## src/rtl/fetch_stage.sv

```systemverilog
// fetch_stage
//   Instruction fetch stage and IF/ID pipeline register for the 5-stage
//   RV32I core. Issues word fetches over a req/ready instruction-memory
//   interface, parks a returned instruction in a one-entry skid buffer while
//   the pipeline is stalled, and presents the result to decode.
//
// Ports
//   clk, rst            core clock; synchronous active-high reset
//   StallF, StallD      hazard-unit stalls for fetch and the IF/ID register
//   FlushD              clear IF/ID to a NOP bubble
//   PCSrcE, PCTargetE   taken branch/jump redirect from execute
//   imem_req/addr       fetch request and word address (bits [1:0] = 0)
//   imem_ready/rdata    transfer completes when imem_req && imem_ready
//   InstrD, PCD,
//   PCPlus4D, ValidD    IF/ID register contents (ValidD = 0 for bubbles)

module fetch_stage #(
  parameter logic [31:0] RESET_PC  = 32'h0000_0000,
  parameter logic [31:0] NOP_INSTR = 32'h0000_0013
) (
  input  logic        clk,
  input  logic        rst,
  input  logic        StallF,
  input  logic        StallD,
  input  logic        FlushD,
  input  logic        PCSrcE,
  input  logic [31:0] PCTargetE,
  output logic        imem_req,
  output logic [31:0] imem_addr,
  input  logic        imem_ready,
  input  logic [31:0] imem_rdata,
  output logic [31:0] InstrD,
  output logic [31:0] PCD,
  output logic [31:0] PCPlus4D,
  output logic        ValidD
);

  // IDLE  : one quiet cycle after reset
  // REQ   : request outstanding at PCF
  // HOLD  : response parked in the skid buffer, waiting for the stall to clear
  // DRAIN : redirected while a request was outstanding; swallow the old response
  typedef enum logic [1:0] {IDLE, REQ, HOLD, DRAIN} fetch_state_t;

  // What the IF/ID register does this cycle
  typedef enum logic [1:0] {IFID_HOLD, IFID_BUBBLE, IFID_MEM, IFID_SKID} ifid_sel_t;

  fetch_state_t state, state_next;
  ifid_sel_t    ifid_sel;

  logic [31:0] pcf, pcf_next;
  logic [31:0] pcf_plus4;
  logic [31:0] drain_addr, drain_addr_next;
  logic [31:0] skid_data, skid_data_next;
  logic [31:0] redirect_pc;

  // PCF+4 wraps naturally at 32 bits.
  assign pcf_plus4   = pcf + 32'd4;
  assign redirect_pc = PCTargetE & ~32'h0000_0003;

  // State register, PC, drain address and skid buffer. The skid buffer only
  // holds meaningful data while in HOLD, so leaving HOLD is what empties it.
  always_ff @(posedge clk) begin
    if (rst) begin
      state      <= IDLE;
      pcf        <= RESET_PC;
      drain_addr <= RESET_PC;
      skid_data  <= NOP_INSTR;
    end else begin
      state      <= state_next;
      pcf        <= pcf_next;
      drain_addr <= drain_addr_next;
      skid_data  <= skid_data_next;
    end
  end

  // Next-state, PC update and memory request. A redirect wins over
  // everything else in every state.
  always_comb begin
    state_next      = state;
    pcf_next        = pcf;
    drain_addr_next = drain_addr;
    skid_data_next  = skid_data;
    imem_req        = 1'b0;
    imem_addr       = pcf;
    ifid_sel        = StallD ? IFID_HOLD : IFID_BUBBLE;

    case (state)
      IDLE: begin
        state_next = REQ;
        if (PCSrcE) pcf_next = redirect_pc;
      end

      REQ: begin
        imem_req  = 1'b1;
        imem_addr = pcf;
        if (PCSrcE) begin
          pcf_next = redirect_pc;
          // A response landing this cycle is simply dropped; otherwise the
          // old request is still in flight and must be drained first.
          if (!imem_ready) begin
            state_next      = DRAIN;
            drain_addr_next = pcf;
          end
        end else if (imem_ready) begin
          if (StallF || StallD) begin
            skid_data_next = imem_rdata;
            state_next     = HOLD;
          end else begin
            ifid_sel = IFID_MEM;
            pcf_next = pcf_plus4;
          end
        end
      end

      HOLD: begin
        if (PCSrcE) begin
          pcf_next   = redirect_pc;
          state_next = REQ;
        end else if (!StallF && !StallD) begin
          ifid_sel   = IFID_SKID;
          pcf_next   = pcf_plus4;
          state_next = REQ;
        end
      end

      DRAIN: begin
        // Keep the original address on the bus until the stale response
        // arrives. A further redirect only updates the PC and keeps draining.
        imem_req  = 1'b1;
        imem_addr = drain_addr;
        if (PCSrcE) begin
          pcf_next = redirect_pc;
        end else if (imem_ready) begin
          state_next = REQ;
        end
      end

      default: state_next = IDLE;
    endcase

    // Flush overrides stall and any accept; the PC update above still stands.
    if (FlushD) ifid_sel = IFID_BUBBLE;
  end

  // IF/ID pipeline register. Bubbles keep PCD/PCPlus4D unchanged.
  always_ff @(posedge clk) begin
    if (rst) begin
      InstrD   <= NOP_INSTR;
      PCD      <= 32'h0;
      PCPlus4D <= 32'h0;
      ValidD   <= 1'b0;
    end else begin
      case (ifid_sel)
        IFID_BUBBLE: begin
          InstrD <= NOP_INSTR;
          ValidD <= 1'b0;
        end
        IFID_MEM: begin
          InstrD   <= imem_rdata;
          PCD      <= pcf;
          PCPlus4D <= pcf_plus4;
          ValidD   <= 1'b1;
        end
        IFID_SKID: begin
          InstrD   <= skid_data;
          PCD      <= pcf;
          PCPlus4D <= pcf_plus4;
          ValidD   <= 1'b1;
        end
        default: ;
      endcase
    end
  end

endmodule

```

## config.mk

```make
export PLATFORM = sky130hd
export DESIGN_NAME = fetch_stage
export DESIGN_NICKNAME = d
export VERILOG_FILES = /design/src/rtl/fetch_stage.sv
export SDC_FILE = /design/constraint.sdc
export NUM_CORES = 1
export LEC_CHECK = 0
export CAP_MARGIN = 20
export CORE_UTILIZATION = 54
export DETAILED_ROUTE_END_ITERATION = 10
export GPL_TIMING_DRIVEN = 0
export PLACE_DENSITY = 0.89
export SYNTH_ARGS = -nofsm -noshare
export SYNTH_HDL_FRONTEND = slang
export SYNTH_SLANG_ARGS = --single-unit
```

## constraint.sdc

```tcl
create_clock -name clk -period 5.15 [get_ports clk]
set_input_delay 1.03 -clock clk [delete_from_list [all_inputs] [get_ports clk]]
set_output_delay 1.03 -clock clk [all_outputs]
set_load 0.02 [all_outputs]
```

==> results.sh <==
export IMPL_overflow=0
export IMPL_cts_tree="done"
export IMPL_rsz0062_at_grt="false"
export IMPL_worst_slew_pin_slew_ns=0.774
export IMPL_synthTopCellsByArea="dfxtp_1, nand2_1, a21oi_1"
export IMPL_antenna_found_initial=0
export IMPL_cts_resized=0
export IMPL_p_clk_share_pct=38.1
export IMPL_cts_buffers=17
export IMPL_postCtsSetupRepairBufs=0
export IMPL_crit_slowest_cell="clkdlybuf4s50_1"
export IMPL_dieWidth_um=127
export IMPL_clkSlewWorstSetupHoldPaths_ns=0.07
export IMPL_slew_headroom_pct=47.9
export IMPL_drive_above_1_share_pct=9.37
export IMPL_layout_commonest_cell="nand2_1"
export IMPL_hpwl_um=19400
export IMPL_finalCritPeriodShare_pct=75.3
export IMPL_die_y_um=127
export IMPL_yosysTopAreaCell="dfxtp_1"
export IMPL_endpoint_kind="primary output"
export IMPL_max_stage_delay_ns=0.55
export IMPL_diodes=0
export IMPL_met3_length_um=2550
export IMPL_highest_signal_layer="met4"
export IMPL_fin_util_pct=73.9
export IMPL_crit_arrival_ns=2.85
export IMPL_core_area_sq_mm=0.0153
export IMPL_grt_usage_pct=32.8
export IMPL_critPathKind="flop to primary output"
export IMPL_r2r_start="state[0]$_SDFFE_PP0P_"
export IMPL_met2WireLength_um=12000
export IMPL_hold_path_endpoint="InstrD[25]$_SDFFE_PP0P_"
export IMPL_pin_count=201
export IMPL_vias=8494
export IMPL_p_total_mw=3.54
export IMPL_multi_input_comb_area_sq_mm=0.00425
export IMPL_synthDistinctLibCells=67
export IMPL_drt_antenna_violating_nets=0
export IMPL_hold_viol_final=0
export IMPL_syn_avg_cell_area_sq_um=8.22
export IMPL_ys_warn_count=0
export IMPL_fp_dieArea_sq_mm=0.0162
export IMPL_clock_latency_ns=0.43
export IMPL_grt_pass1_wl_um=41500
export IMPL_syn_inst=1031
export IMPL_drc=0
export IMPL_htreeDepth=4
export IMPL_viasPerCell=5.78
export IMPL_synth_top_flop_cell="dfxtp_1"
export IMPL_cts_hold_buf=0
export IMPL_p_leak_nw=4.00
export IMPL_wl_met1_um=11300
export IMPL_cts_sinks=187
export IMPL_syn_to_final_growth_pct=33.1
export IMPL_irDropWorstVdd_v=0.000277
export IMPL_ys_ff_latch=187
export IMPL_rr_endpoint="PCD[29]$_SDFFE_PP0P_"
export IMPL_p_switching_mw=1.07
export IMPL_layoutNonFillerInstCount=1470
export IMPL_cap_violations=0
export IMPL_power_density_mw_per_mm2=314
export IMPL_rr_worst_depth=9
export IMPL_num_rows=45
export IMPL_drt_total_wl_um=26800
export IMPL_setup_viol=0
export IMPL_drt_initial_drc_count=856
export IMPL_numPlacedInstances=1438
export IMPL_p_int_mw=2.47
export IMPL_firstDrtPassIters=7
export IMPL_cp_cell_sequence="ha_1 -> clkbuf_1 -> clkbuf_1 -> mux2_2 -> clkdlybuf4s50_1"
export IMPL_cp_common_cell="clkbuf_1"
export IMPL_gp_congestion=0.957
export IMPL_grt_pass1_vias=8009
export IMPL_worstHoldStart="skid_data[25]$_SDFFE_PP0P_"
export IMPL_fin_tns_setup_ns=0
export IMPL_fill_cells=1134
export IMPL_grt_max_degree=20
export IMPL_required_ns=4.12
export IMPL_crit_path_max_fanout=10
export IMPL_root_buffer="clkbuf_16"
export IMPL_layout_nets=1321
export IMPL_cts_max_path_buffers=2
export IMPL_outcome="completed"
export IMPL_seq_power_share_pct=43.3
export IMPL_fmax_mhz=258
export IMPL_p_comb_share_pct=18.6
export IMPL_numPortBuffers=190
export IMPL_async_reset_ff_share_pct=0
export IMPL_slew_viol_final=0
export IMPL_final_min_clock_period_ns=3.88
export IMPL_start_util_pct=55.6
export IMPL_fin_skew_ns=0.00896
export IMPL_swShare_pct=30.3
export IMPL_whs_path_depth=2
export IMPL_r2r_slack_ns=1.85
export IMPL_synth_seq_area_share_pct=44.2
export IMPL_wl_per_cell_um=18.2
export IMPL_synth_edf_count=0
export IMPL_netlist_area_sq_mm=0.00848
export IMPL_yosysTopAreaCellShare_pct=44.2
export IMPL_hold_class="flop to flop"
export IMPL_layout_common_cells="nand2_1, clkdlybuf4s50_1, dfxtp_1"
export IMPL_regArea_sq_mm=0.00374
export IMPL_critPathLaunchType="flop"
-- final cells by class --
type | count | share of cell area [%]
timing repair buffer | 191 | 16.9
inverter | 10 | 0.333
multi-input combinational | 737 | 37.6
buffer | 102 | 4.15
sequential | 187 | 33.2
clock inverter | 14 | 1.54
clock buffer | 18 | 3.89
tap | 211 | 2.34
-- through the flow --
| stage | hold slack (ns) | instance area (sq um) | setup slack, ns |
|---|---|---|---|
| after CTS | 0.452 | 11300 | 1.29 |
| after floorplan | 0.425 | 8500 | 2.47 |
| final | 0.449 | 11300 | 1.27 |
| after detailed placement | 0.441 | 10700 | 1.24 |
| after global routing | 0.468 | 11300 | 1.18 |
| after global placement | 0.433 | 10700 | 1.03 |
-- logic make-up (layout without fill, tap and decap cells) --
group / count (synthesis) / after routing / synth area share [%]
other cells: 1 / 6 / 0.0442
fa+ha+maj: 4 / 4 / 0.590
xor+xnor: 34 / 34 / 3.51
mux: 58 / 58 / 7.28
compound gates: 236 / 236 / 16.9
simple gates: 399 / 399 / 21.6
flops: 187 / 187 / 44.2
buf+inv: 112 / 335 / 5.96
-- sequential cells by signal (all words and copies together) (netlist names) --
register    flops
pcf            30
drain_addr     30
skid_data      32
PCD            30
PCPlus4D       30
state           2
InstrD         32
ValidD          1
-- critical path: cells and delay by family (launching register included) --
kind / cells / cell delay (ns)
flops: 1 / 0.41
fa+ha+maj: 1 / 0.18
mux: 1 / 0.41
buf+inv: 3 / 1.41
-- cells in the mapped netlist, types with 3 or more instances --
cell type,n
a31oi_1,4
and4_1,4
mux2_1,3
o32ai_1,3
buf_4,12
inv_1,8
nand3_1,15
dfxtp_1,187
mux2i_1,29
o22ai_1,4
a21oi_1,105
and3_1,5
buf_2,25
or3_1,5
nand2b_1,5
xor2_1,12
nand3b_1,6
nand4_1,10
a211oi_1,43
nor3_1,9
or4_1,3
xnor2_1,22
a311oi_1,7
or2_1,3
nor2_1,60
nand2_1,245
o21ai_0,24
nor4_1,8
mux2_2,26
o21bai_1,9
ha_1,4
clkbuf_1,62
o21ai_1,19
nor4_4,3
-- worst max path at each step --
stage                          start                   endpoint  slack [ns]  depth (start not counted)
2_1_floorplan                 StallD     InstrD[1]$_SDFFE_PP1P_        2.47                          7
3_3_place_gp                  PCSrcE  PCPlus4D[11]$_SDFFE_PP0P_        1.03                          7
3_5_place_dp                  PCSrcE       PCD[29]$_SDFFE_PP0P_        1.24                          8
4_1_cts        state[0]$_SDFFE_PP0P_              imem_addr[26]        1.29                          5
5_1_grt        state[0]$_SDFFE_PP0P_              imem_addr[26]        1.18                          5
6_report       state[0]$_SDFFE_PP0P_              imem_addr[26]        1.27                          5
-- metal layers --
metal  up-vias  GRT usage (%)
met2       493           51.4
met4         0           15.2
met1      3977           43.2
met3        73           7.12
met5         -              0
li1       3951              -
-- power by group through the flow --
stage | clock [mW] | sequential, mW | combinational [mW]
after floorplan | 0 | 1.56 | 0.380
after global placement | 0 | 1.56 | 0.627
after detailed placement | 0 | 1.56 | 0.636
after CTS | 1.35 | 1.53 | 0.643
after global routing | 1.42 | 1.54 | 0.694
final | 1.35 | 1.53 | 0.659
No activity file was read; power rests on OpenSTA's default activity.
